--- config.mk ---
export PLATFORM = sky130hd
export DESIGN_NAME = mult_lut
export DESIGN_NICKNAME = d
export VERILOG_FILES = /design/src/rtl/mult_lut.sv
export SDC_FILE = /design/constraint.sdc
export NUM_CORES = 1
export LEC_CHECK = 0
export CORE_ASPECT_RATIO = 2
export CORE_UTILIZATION = 24
export DETAILED_ROUTE_END_ITERATION = 10
export PLACE_DENSITY = 0.44
export SYNTH_ARGS = -nofsm -noshare
export SYNTH_HDL_FRONTEND = slang
export SYNTH_SLANG_ARGS = --single-unit
--- constraint.sdc ---
create_clock -name clk -period 4.9 [get_ports clk]
set_input_delay 0.735 -clock clk [delete_from_list [all_inputs] [get_ports clk]]
set_output_delay 0.735 -clock clk [all_outputs]
set_load 0.1 [all_outputs]
--- src/rtl/mult_lut.sv ---
// mult_lut: self-initialising multiplication lookup table.
// After reset the block walks every {a,b} address and writes the product
// into an inferred RAM, then serves one lookup per cycle with a fixed
// two-edge result latency after the accepting edge.
// Optional build macro: MULT_LUT_SIGNED_EN (two's-complement operands/products).
module mult_lut #(
    parameter int WIDTH = 3
) (
    input  logic               clk,
    input  logic               rst,
    input  logic [WIDTH-1:0]   a,
    input  logic [WIDTH-1:0]   b,
    input  logic               req_valid,
    output logic               req_ready,
    output logic               busy,
    output logic               res_valid,
    output logic [2*WIDTH-1:0] result
);

    localparam int AW    = 2 * WIDTH;
    localparam int DEPTH = 1 << AW;
    localparam logic [AW-1:0] LAST_ADDR = '1;

    typedef enum logic {
        INIT = 1'b0,
        RUN  = 1'b1
    } state_t;

    state_t          state;
    logic [AW-1:0]   cnt;
    logic            accept;

    logic [AW-1:0]   mem [DEPTH];

    logic [AW-1:0]   addr_p0;
    logic            vld_p0;
    logic [AW-1:0]   rd_p1;
    logic            vld_p1;

    // Exact product of the a field (hi) and b field (lo) in 2*WIDTH bits.
    // The full product always fits, so truncation to AW bits loses nothing.
    function automatic logic [AW-1:0] lut_product(input logic [WIDTH-1:0] hi,
                                                  input logic [WIDTH-1:0] lo);
`ifdef MULT_LUT_SIGNED_EN
        logic signed [AW-1:0] sh;
        logic signed [AW-1:0] sl;
        logic signed [AW-1:0] sp;
        sh = signed'({{WIDTH{hi[WIDTH-1]}}, hi});
        sl = signed'({{WIDTH{lo[WIDTH-1]}}, lo});
        sp = sh * sl;
        return unsigned'(sp);
`else
        logic [AW-1:0] uh;
        logic [AW-1:0] ul;
        uh = {{WIDTH{1'b0}}, hi};
        ul = {{WIDTH{1'b0}}, lo};
        return uh * ul;
`endif
    endfunction

    assign accept = req_valid & req_ready;

    // Control FSM: fill counter walks the table in INIT, then hands over to RUN.
    always_ff @(posedge clk) begin
        if (rst) begin
            state     <= INIT;
            cnt       <= '0;
            busy      <= 1'b1;
            req_ready <= 1'b0;
        end else begin
            case (state)
                INIT: begin
                    cnt <= cnt + 1'b1;
                    if (cnt == LAST_ADDR) begin
                        state     <= RUN;
                        busy      <= 1'b0;
                        req_ready <= 1'b1;
                    end
                end
                RUN: begin
                    busy      <= 1'b0;
                    req_ready <= 1'b1;
                end
                default: begin
                    state     <= INIT;
                    cnt       <= '0;
                    busy      <= 1'b1;
                    req_ready <= 1'b0;
                end
            endcase
        end
    end

    // Table fill: one product written per INIT cycle at the counter address.
    always_ff @(posedge clk) begin
        if (state == INIT)
            mem[cnt] <= lut_product(cnt[AW-1:WIDTH], cnt[WIDTH-1:0]);
    end

    // Stage p0: capture the lookup address {a, b}.
    always_ff @(posedge clk) begin
        addr_p0 <= {a, b};
    end

    // Stage p1: registered RAM read from the captured address.
    always_ff @(posedge clk) begin
        rd_p1 <= mem[addr_p0];
    end

    // Valid pipeline alongside the data; reset drops anything in flight.
    always_ff @(posedge clk) begin
        if (rst) begin
            vld_p0    <= 1'b0;
            vld_p1    <= 1'b0;
            res_valid <= 1'b0;
        end else begin
            vld_p0    <= accept;
            vld_p1    <= vld_p0;
            res_valid <= vld_p1;
        end
    end

    // Stage p2: output register, holds the last product between pulses.
    always_ff @(posedge clk) begin
        if (rst)
            result <= '0;
        else if (vld_p1)
            result <= rd_p1;
    end

endmodule

=== After elaboration in Yosys (flattened, before gate mapping) ===
Memories as Yosys holds them, arrays and structs flattened. A register that Yosys moved wholly into a read port is not among the register bits.
Cells that the tools add are included.

* Add/subtract/negate cells: 1
* Multiply operators: 1
* Equal/unequal tests: 2
* Multiplexer cells: 7
* Bitwise gates (word level): 2

{| class="wikitable"
|+ Operators by type and width
! operator !! number
|-
| adder 6 x 1 -> 6 bit, second input constant || 1
|-
| == test 6 bit, second input constant || 1
|-
| multiplier 3 x 3 -> 6 bit || 1
|-
| two-way mux 1 bit || 5
|-
| case mux 1 bit (2 select lines) || 2
|-
| inequality test 2 bit, second input constant || 1
|-
| AND 1 bit || 1
|-
| inverter 1 bit || 1
|}

* Register bits after elaboration: 24
* RAM bits: 384
* Input bits: 9
* Output and inout bits: 9
* Word-level logic and storage cells: 23
* Memories kept: 1

{| class="wikitable"
|+ Memory list
! memory !! words !! bits a word !! read ports !! clocked after Yosys merged registers in !! wr ports !! RTL line !! RTL
|-
| mem || 64 || 6 || 1 || 1 || 1 || 33 || <nowiki>logic [AW-1:0] mem [DEPTH];</nowiki>
|}

=== Logic depth before layout (Yosys ltp) ===
Gate-level depths: netlist (run 1).

* Depth after elaboration: 3
* Mapped depth: 9
* Gate-level depth less buffers: 6

=== Worst setup path after synthesis (run 1) ===
No wires, ideal clock.

* Path kind: register to register
* Start: register cnt[1]
* End: memory mem[0][4] (netlist name), data pin
* Library setup time: 0.535 ns
* Arrival: 3.631 ns
* Slack: 0.733 ns
* Stages on the path, launching flop included: 8
* Path buffers: 1
* Cells stage by stage: dfxtp_1 -> clkbuf_1 -> nand2_1 -> fa_1 -> inv_1 -> ha_1 -> fa_1 -> xor2_1

* Longest elaborated chain between the ends: 1

{| class="wikitable"
|+ Ends and longest elaborated chain
! what !! RTL line !! RTL
|-
| start: declaration || 30 || <nowiki>logic [AW-1:0] cnt;</nowiki>
|-
| start signal: assignment || 73 || <nowiki>cnt <= cnt + 1'b1;</nowiki>
|-
| multiplier 3 x 3 -> 6 bit || 57 || <nowiki>return uh * ul;</nowiki>
|-
| end: declaration || 33 ||
|}

No other way between the ends.

=== Worst setup path after layout (run 1) ===
* Start: register cnt[1]
* End: memory mem[39][4] (netlist name), data pin

Same word-level chain as after synthesis.

==> run_results.csv, run 1 <==
group,metric,value,unit
status,status,"finished, final reports clean",
sta,setup_viol,0,
sta,setup-tns-final,0,ns
sta,rsz0062_at_grt,"no",
yosys,synth_warnings,0,
clock_tree,post_cts_resized,0,
grt,antenna_found_initial,0,
yosys,netlist_area,16140,um2
routing,dr.pass1.iters,4,
finish,num_antenna_cells,0,
power_and_ir_drop,netSwitchingFraction,21.93,%
clock_tree,cts_buffer_depth,3,
finish,utilization,28.00,%
critical_path,cp_slowest_stage_delay,0.88,ns
grt,grt_overflow,0,
floorplanning,start_util,24.25,%
sta,worst_pin_slew,1.100,ns
routing,vias,7751,
floorplanning,rows,134,
yosys,yosysTopAreaCell,"edfxtp_1",
clock_tree,ctsHoldBuffers,0,
critical_path,worst-path-buf-inv,2,
grt,grt_usage,12.65,%
grt,grt_pass1_wl,60.73,mm
yosys,ys_seq_area_share,75.16,%
power_and_ir_drop,p_leak,5.817,nW
grt,grt_start_max_net_pins,64,
finish,drive_gt1_share,20.80,%
finish,syn2layout_area_growth,15.45,%
place,port_buffers,17,
finish,fin_cells,1788,
floorplanning,die_y,368.7,um
power_and_ir_drop,intPower,5.594,mW
routing,ant_nets,0,
power_and_ir_drop,power_frac_clock,42.2,%
flow_run,maxCapViolCount,0,
floorplanning,die_w,185.4,um
yosys,synthAdderAreaFrac,0.7132,%
place,place_ws,1.492,ns
yosys,synth_cell_type_count,43,
yosys,synth_top_family_by_area,"multiplexers",
grt,grt_pass1_vias,8508,
yosys,yosys_register_bits,414,
yosys,synth_common_cells,"edfxtp_1 (384), mux4_2 (94), nor2_1 (88)",
place,place_congestion,0.7567,
floorplanning,core,66560,um2
routing,drc,0,
yosys,synth_ff_type,"edfxtp_1",
sta,whs,0.4358,ns
sta,fin_crit,3.386,ns
power_and_ir_drop,combinationalPowerShare,3.8,%
sta,slew_headroom,26.57,%
clock_tree,cts.clk_slew.worst_paths,0.06,ns
yosys,synth_cells,841,
worst_hold_path,holdCritPathClass,"flop to flop",
critical_path,crit_chain,"nand2_1, fa_1, inv_1, ha_2, fa_2, xor2_4, buf_4",
yosys,synth_fp_nets,858,
critical_path,worstSetupStartpointType,"flop",
critical_path,cp_slowest_cell,"xor2_4",
sta,fmax,295.3,MHz
sta,slew_violations,0,
routing,routed_wl,41.56,mm
yosys,synth_most_common_cell,"edfxtp_1",
clock_tree,cts.sinks,414,
critical_path,path_max_fanout,44,
yosys,synth_mux_area_share,14.31,%
clock_tree,clkLatencyLatePin,0.56,ns
routing,via_per_inst,4.335,
place,place_inst,1715,
power_and_ir_drop,p_seq_share,54.0,%
clock_tree,cts_buffers,40,
clock_tree,htreeDepth,2,
clock_tree,post-cts-setup-buffer-count,0,
floorplanning,io_pins,18,
critical_path,cp_top_family,"adder cells",
finish,nets,890,
power_and_ir_drop,p_sw,1.571,mW
yosys,synth_top_area_share,71.44,%
yosys,synth_edf_count,384,
place,hpwlAfterDp,28.28,mm
floorplanning,die_area,68360,um2
critical_path,crit_type,"flop to flop",
yosys,synth-xor-area-share,0.1628,%
yosys,synth_area_leaders,"edfxtp_1 (71%), mux4_2 (13%), dfxtp_1 (3.7%)",
power_and_ir_drop,p_per_area,384.5,nW/um2
yosys,synthSimpleGateAreaFrac,5.318,%
sta,hold_viol_final,0,
routing,drtIter0Drc,462,
yosys,synth-compound-area-share,2.806,%
clock_tree,cts_root_buf,"clkbuf_16",
sta,final.setup.worst_slack,1.514,ns
critical_path,cp.arrival,3.76,ns
yosys,postSynthAreaPerCell,19.19,um2
sta,finalClockSkew,0.01734,ns
power_and_ir_drop,peakVddDrop,271.1,uV
critical_path,critPathCaptureType,"flop",
clock_tree,cts_tree,"yes",
critical_path,required,5.28,ns
yosys,ys_async_sr_fraction,0,%
sta,post-route-period-util,69.11,%
routing,wire_per_inst,23.24,um
routing by layer:
metal	vias up	part of all wire, %	track usage, %
met5	-	0	0
met4	0	4.2	6.024
met3	74	2.8	1.441
met2	127	59	25.14
met1	4110	34	12.58
li1	3440	-	-
final timing paths:
check                            start    endpoint  slack, ns  cells past startpoint
worst min register to register  vld_p0      vld_p1       0.44                      1
worst max register to register  cnt[1]  mem[39][4]       1.51                      7
worst max-delay path            cnt[1]  mem[39][4]       1.51                      7
worst min-delay path            vld_p0      vld_p1       0.44                      1
power groups by stage:
| stage | combinational (mW) | sequential [mW] | clock, mW |
|---|---|---|---|
| 6_report | 0.270 | 3.87 | 3.02 |
| 3_3_place_gp | 0.280 | 3.95 | 0 |
| 4_1_cts | 0.281 | 3.87 | 3.11 |
| 3_5_place_dp | 0.280 | 3.95 | 0 |
| 5_1_grt | 0.290 | 3.87 | 3.22 |
| 2_1_floorplan | 0.197 | 3.92 | 0 |
layout make-up:
cell class | count | area (um2)
fillers | 6632 | 47930
flip-flops and latches | 414 | 12140
multi-input cells | 377 | 3791
well taps | 884 | 1106
clock buffers | 50 | 1049
repair buffers | 35 | 330.3
clock inverters | 23 | 198.9
inverters | 5 | 18.77
sequential cells by signal (all words and copies together) (netlist names):
| register | flops |
|---|---|
| vld_p1 | 1 |
| cnt | 6 |
| state | 1 |
| req_ready | 1 |
| mem | 384 |
| busy | 1 |
| res_valid | 1 |
| addr_p0 | 6 |
| rd_p1 | 6 |
| result | 6 |
| vld_p0 | 1 |
worst register-to-register path, cell delays in order, from the launching register on:
cell     delay (ns)
dfxtp_1        0.59
nand2_1        0.14
fa_1           0.53
inv_1          0.04
ha_2           0.18
fa_2           0.43
xor2_4         0.88
buf_4          0.41
cells by family (layout without fill, tap and decap cells):
logic type,Yosys count,count (layout)
mux,113,113
xor+xnor,3,3
compound gates,65,65
flops,414,414
fa+ha+maj,8,8
buf+inv,50,113
simple gates,188,188
placed cells by master, fill, tap and decap left out, types with 5 or more instances in the layout:
cell,count
clkinv_2,8
nand2b_1,7
clkdlybuf4s50_1,17
nand2_1,28
and2_1,5
o22a_1,6
nand3_1,17
o21ai_0,12
edfxtp_1,384
nor3_1,12
clkbuf_16,40
mux4_2,94
o22ai_1,10
clkbuf_1,9
mux2i_1,17
nor2b_1,18
inv_1,5
buf_4,16
nor2_1,88
a21oi_1,9
a22oi_1,6
dfxtp_1,27
stage by stage:
step	instance area, um2	total power [mW]
after floorplan	16140	4.114
after global placement	17390	4.230
after detailed placement	17390	4.230
after CTS	18630	7.264
after global routing	18630	7.381
final	18630	7.165
Note: power is estimated with default switching activity, not from simulation.
==> run 2, diff against run 1 <==
--- a/config.mk
+++ b/config.mk
@@ -8,7 +8,7 @@
 export CORE_ASPECT_RATIO = 2
 export CORE_UTILIZATION = 24
 export DETAILED_ROUTE_END_ITERATION = 10
-export PLACE_DENSITY = 0.44
+export PLACE_DENSITY = 0.45
 export SYNTH_ARGS = -nofsm -noshare
 export SYNTH_HDL_FRONTEND = slang
 export SYNTH_SLANG_ARGS = --single-unit
==> constraint.sdc (replaced) <==
create_clock -name clk -period 3.1 [get_ports clk]
set_input_delay 0.465 -clock clk [delete_from_list [all_inputs] [get_ports clk]]
set_output_delay 0.465 -clock clk [all_outputs]
set_load 0.1 [all_outputs]
==> run 2 against run 1 <==
Compared with the run above:
- register-to-register slack worse by 1.2 ns
- combinational power is 75% higher
- clock skew is 0.0039 ns higher
- power is 62% higher
- critical path depth stayed put
- core utilization is 0.76 points higher
- worst hold slack worse by 0.072 ns
- final cell count is 3.0% higher
- non-clock buffer count is 53 higher
- sequential power is 58% higher
- global-route usage is 0.15 points lower
- largest cell class unchanged
- highest routed layer unchanged
==> run_results.csv, run 2 (synthesis gave the netlist of run 1 again) <==
group,metric,value,unit
status,status,"finished, final reports clean",
place,place_congestion,0.7402,
sta,worst_pin_slew,0.9378,ns
finish,utilization,28.76,%
routing,via_per_inst,4.288,
critical_path,worst-path-buf-inv,2,
routing,drtIter0Drc,494,
grt,antenna_found_initial,0,
sta,slew_violations,0,
finish,final_cell_mix,"edfxtp_1 (384), mux4_2 (94), nor2_1 (88)",
critical_path,required,3.36,ns
grt,use_met1,12.63,%
sta,setup-tns-final,0,ns
floorplanning,io_pins,18,
critical_path,cp_slowest_cell,"fa_1",
sta,fin_crit,2.756,ns
place,hpwlAfterDp,28.66,mm
routing,drc,0,
clock_tree,post_cts_resized,0,
sta,final.setup.worst_slack,0.3441,ns
routing,routed_wl,41.37,mm
finish,design_area,19140,um2
floorplanning,start_util,24.25,%
sta,post-route-period-util,88.90,%
grt,grt_pass1_vias,8506,
flow_run,maxCapViolCount,0,
place,place_area,17810,um2
finish,largest_register_ffs,384,
grt,gr-max-usage-layer,"met2",
grt,grt_use_met3,1.401,%
floorplanning,rows,134,
routing,dr.pass1.iters,5,
sta,hold_viol_final,0,
clock_tree,cts_root_buf,"clkbuf_16",
routing,vias,7895,
sta,rsz0062_at_grt,"no",
power_and_ir_drop,total_power,11.59,mW
critical_path,path_max_fanout,64,
critical_path,critPathCaptureType,"flop",
place,port_buffers,17,
sta,setup_viol,0,
floorplanning,die_y,368.7,um
grt,grt_start_max_net_pins,65,
power_and_ir_drop,p_per_area,605.6,nW/um2
grt,grt_usage,12.50,%
floorplanning,core,66560,um2
clock_tree,post-cts-setup-buffer-count,0,
clock_tree,cts_buffer_depth,3,
finish,final_common_cell,"edfxtp_1",
clock_tree,cts.sinks,414,
sta,finalClockSkew,0.02119,ns
clock_tree,cts.clk_slew.worst_paths,0.06,ns
grt,grt_pass1_wl,60.01,mm
grt,grt_overflow,0,
clock_tree,cts_buffers,40,
power_and_ir_drop,p_leak,6.170,nW
sta,slew_headroom,37.40,%
critical_path,worstSetupStartpointType,"flop",
critical_path,cp.arrival,3.02,ns
routing,wire_per_inst,22.47,um
floorplanning,die_area,68360,um2
floorplanning,die_w,185.4,um
finish,top_register,"mem",
finish,num_antenna_cells,0,
sta,fmax,362.9,MHz
critical_path,cp_top_family,"adder cells",
clock_tree,clkLatencyLatePin,0.56,ns
place,place_ws,0.3338,ns
finish,drive_gt1_share,26.65,%
finish,syn2layout_area_growth,18.59,%
critical_path,crit_type,"flop to flop",
clock_tree,ctsHoldBuffers,0,
grt,met2_usage,24.54,%
critical_path,crit_chain,"nand2_1, fa_1, inv_1, ha_2, fa_2, xor2_4, buf_4",
clock_tree,htreeDepth,2,
clock_tree,cts_tree,"yes",
power_and_ir_drop,peakVddDrop,313.0,uV
critical_path,cp_slowest_stage_delay,0.55,ns
worst_hold_path,holdCritPathClass,"input pin to flop",
routing,ant_nets,0,
finish,nets,943,
[run 2: cell count changes in the layout (fill, tap and decap cells not counted), moves of 2 or more]
cell,before,now
buf_12,2,6
buf_4,16,74
bufinv_16,2,5
clkbuf_1,9,4
clkdlybuf4s50_1,17,8
clkinv_2,8,11
clkinv_4,3,0
clkinvlp_4,2,4
[run 2: power breakdown]
part	switching, mW	leakage [nW]	total (mW)	internal [mW]
Combinational	0.274	1.64	0.473	0.199
Sequential	0.0426	3.88	6.10	6.06
Clock	2.15	0.650	5.02	2.86
[run 2: path summary, 6_finish.rpt]
path                            cells past startpoint   start         end  slack [ns]
worst max register to register                      7  cnt[0]  mem[38][4]        0.34
worst min-delay path                                1    a[2]  addr_p0[5]        0.36
worst min register to register                      1  vld_p0      vld_p1        0.45
worst max-delay path                                7  cnt[0]  mem[38][4]        0.34
[run 2: metal layers]
| layer | routed length, um | part of all wire [%] |
|---|---|---|
| met1 | 14220 | 34 |
| met2 | 23980 | 58 |
| met3 | 1237 | 3.0 |
| met4 | 1926 | 4.7 |
| met5 | 0 | 0 |
[run 2: cell type report]
| type | instances | area [um2] |
|---|---|---|
| clock buffers | 45 | 1041 |
| multi-input cells | 377 | 3791 |
| clock inverters | 28 | 287.8 |
| repair buffers | 88 | 755.7 |
| fillers | 6586 | 47420 |
| inverters | 5 | 18.77 |
| well taps | 884 | 1106 |
| flip-flops and latches | 414 | 12140 |
[run 2: metrics by stage]
step,std cells,hold slack [ns]
CTS,1841,0.3460
global placement,1768,0.4272
detailed placement,1768,0.4363
finish,1841,0.3634
global route,1841,0.3639
floorplan,841,0.4138
==> run 3, diff against run 2 <==
--- a/config.mk
+++ b/config.mk
@@ -8,7 +8,8 @@
 export CORE_ASPECT_RATIO = 2
 export CORE_UTILIZATION = 24
 export DETAILED_ROUTE_END_ITERATION = 10
-export PLACE_DENSITY = 0.45
+export PLACE_DENSITY = 0.44
+export SKIP_LAST_GASP = 1
 export SYNTH_ARGS = -nofsm -noshare
 export SYNTH_HDL_FRONTEND = slang
 export SYNTH_SLANG_ARGS = --single-unit
==> constraint.sdc (replaced) <==
create_clock -name clk -period 3 [get_ports clk]
set_input_delay 0.45 -clock clk [delete_from_list [all_inputs] [get_ports clk]]
set_output_delay 0.45 -clock clk [all_outputs]
set_load 0.05 [all_outputs]
==> run 3 against run 2 <==
Compared with the run above:
- non-clock buffer count rose by 16
- sequential cell count did not move
- power up 2.1%
- critical path depth stayed put
- critical endpoint unchanged
==> run_results.csv, run 3 (synthesis gave the netlist of run 1 again) <==
group,metric,value,unit
status,status,"finished, final reports clean",
place,place_congestion,0.7661,
power_and_ir_drop,p_per_area,615.8,nW/um2
critical_path,worstSetupStartpointType,"flop",
finish,top_register,"mem",
routing,ant_nets,0,
finish,num_antenna_cells,0,
routing,drc,0,
clock_tree,cts_buffer_depth,3,
clock_tree,cts_buffers,40,
clock_tree,ctsHoldBuffers,0,
critical_path,required,3.26,ns
worst_hold_path,worstHoldEndpoint,"addr_p0[3]",
floorplanning,start_util,24.25,%
critical_path,rrSetupSlack,0.25,ns
power_and_ir_drop,peakVddDrop,386.2,uV
critical_path,path_max_fanout,64,
sta,hold_viol_final,0,
sta,rsz0062_at_grt,"no",
worst_hold_path,holdCritPathClass,"input pin to flop",
routing,dr.pass1.iters,6,
clock_tree,post_cts_resized,0,
routing,drtIter0Drc,501,
clock_tree,cts.clk_slew.worst_paths,0.07,ns
sta,post-route-period-util,91.75,%
sta,setup_viol,0,
power_and_ir_drop,p_seq_share,53.3,%
finish,drive_gt1_share,26.21,%
power_and_ir_drop,combinationalPowerShare,4.2,%
critical_path,reg2reg_depth,7,
clock_tree,clkLatencyLatePin,0.56,ns
sta,slew_violations,0,
power_and_ir_drop,p_sw,2.536,mW
critical_path,crit_type,"flop to flop",
grt,antenna_found_initial,0,
floorplanning,io_pins,18,
grt,grt_start_max_net_pins,65,
routing,vias,7996,
critical_path,cp_slowest_stage_delay,0.54,ns
critical_path,cp_slowest_cell,"fa_1",
clock_tree,post-cts-setup-buffer-count,0,
routing,routed_wl,42.62,mm
power_and_ir_drop,netSwitchingFraction,21.44,%
floorplanning,die_y,368.7,um
floorplanning,rows,134,
finish,syn2layout_area_growth,19.05,%
power_and_ir_drop,total_power,11.83,mW
place,hpwlAfterDp,29.48,mm
sta,worst_pin_slew,1.103,ns
worst_hold_path,hold_start,"a[0]",
worst_hold_path,hold_depth,1,
finish,final_cell_mix,"edfxtp_1 (384), mux4_2 (94), nor2_1 (88)",
flow_run,maxCapViolCount,0,
place,port_buffers,17,
critical_path,critPathCaptureType,"flop",
grt,grt_pass1_vias,8768,
sta,slew_headroom,26.46,%
power_and_ir_drop,power_frac_clock,42.5,%
sta,finalClockSkew,0.01545,ns
critical_path,crit_chain,"nand2_1, fa_1, inv_1, ha_2, fa_2, xor2_4, buf_4",
finish,utilization,28.87,%
routing,wire_per_inst,23.00,um
finish,largest_register_ffs,384,
finish,nets,959,
sta,setup-tns-final,0,ns
sta,fin_crit,2.753,ns
clock_tree,htreeDepth,2,
routing,via_per_inst,4.315,
critical_path,cp.arrival,3.02,ns
floorplanning,core,66560,um2
grt,grt_usage,12.88,%
floorplanning,die_area,68360,um2
finish,final_common_cell,"edfxtp_1",
clock_tree,cts.sinks,414,
sta,fmax,363.3,MHz
clock_tree,cts_tree,"yes",
critical_path,r2r-end,"mem[38][4]",
power_and_ir_drop,p_leak,6.210,nW
grt,grt_overflow,0,
clock_tree,cts_root_buf,"clkbuf_16",
critical_path,timing.rr.start,"cnt[0]",
power_and_ir_drop,intPower,9.296,mW
grt,grt_pass1_wl,62.04,mm
floorplanning,die_w,185.4,um
-- run 3: worst max path at each step --
stage	slack, ns	cells after the start	to	from
global route	0.11	7	mem[35][4]	cnt[0]
finish	0.25	7	mem[38][4]	cnt[0]
detailed placement	0.23	7	mem[34][4]	cnt[0]
global placement	0.30	7	mem[34][4]	cnt[0]
floorplan	0.07	7	mem[0][4]	cnt[1]
CTS	0.23	7	mem[38][4]	cnt[0]
-- run 3: routing by layer --
metal	part of all wire (%)	vias to the layer above	wire (um)	track usage, %
met2	60	118	25600	26.21
met3	2.3	60	995	1.283
met4	3.0	0	1267	4.720
met1	35	4248	14750	12.97
met5	0	-	0	0
li1	-	3570	-	-
-- run 3: cell type report --
type	instances	area [um2]
flip-flops and latches	414	12140
multi-input cells	377	3791
fillers	6580	47350
inverters	5	18.77
repair buffers	104	885.9
clock inverters	21	198.9
well taps	884	1106
clock buffers	48	1074
-- run 3: critical path: cells and delay by family (launching register included) --
kind / cells / cell delay [ns]
xor gates and xnor gates: 1 / 0.16
adders and majority gates: 3 / 1.15
buffers and inverters: 2 / 0.57
DFF: 1 / 0.41
and+or+nand+nor: 1 / 0.12
-- run 3: stage by stage --
stage          cells  area, um2  setup slack (ns)  hold slack, ns
2_1_floorplan    841      16160           0.06972          0.4138
3_3_place_gp    1784      17940            0.3001          0.4316
3_5_place_dp    1784      17940            0.2300          0.4237
4_1_cts         1853      19210            0.2263          0.3142
5_1_grt         1853      19210            0.1100          0.3334
6_report        1853      19210            0.2475          0.3297
-- run 3: power groups by stage --
stage / Clock, mW / Sequential, mW / Combinational [mW]
after floorplan: 0 / 6.40 / 0.321
after global placement: 0 / 6.43 / 0.511
after detailed placement: 0 / 6.43 / 0.512
after CTS: 5.17 / 6.31 / 0.513
after global routing: 5.33 / 6.31 / 0.527
final: 5.03 / 6.30 / 0.495
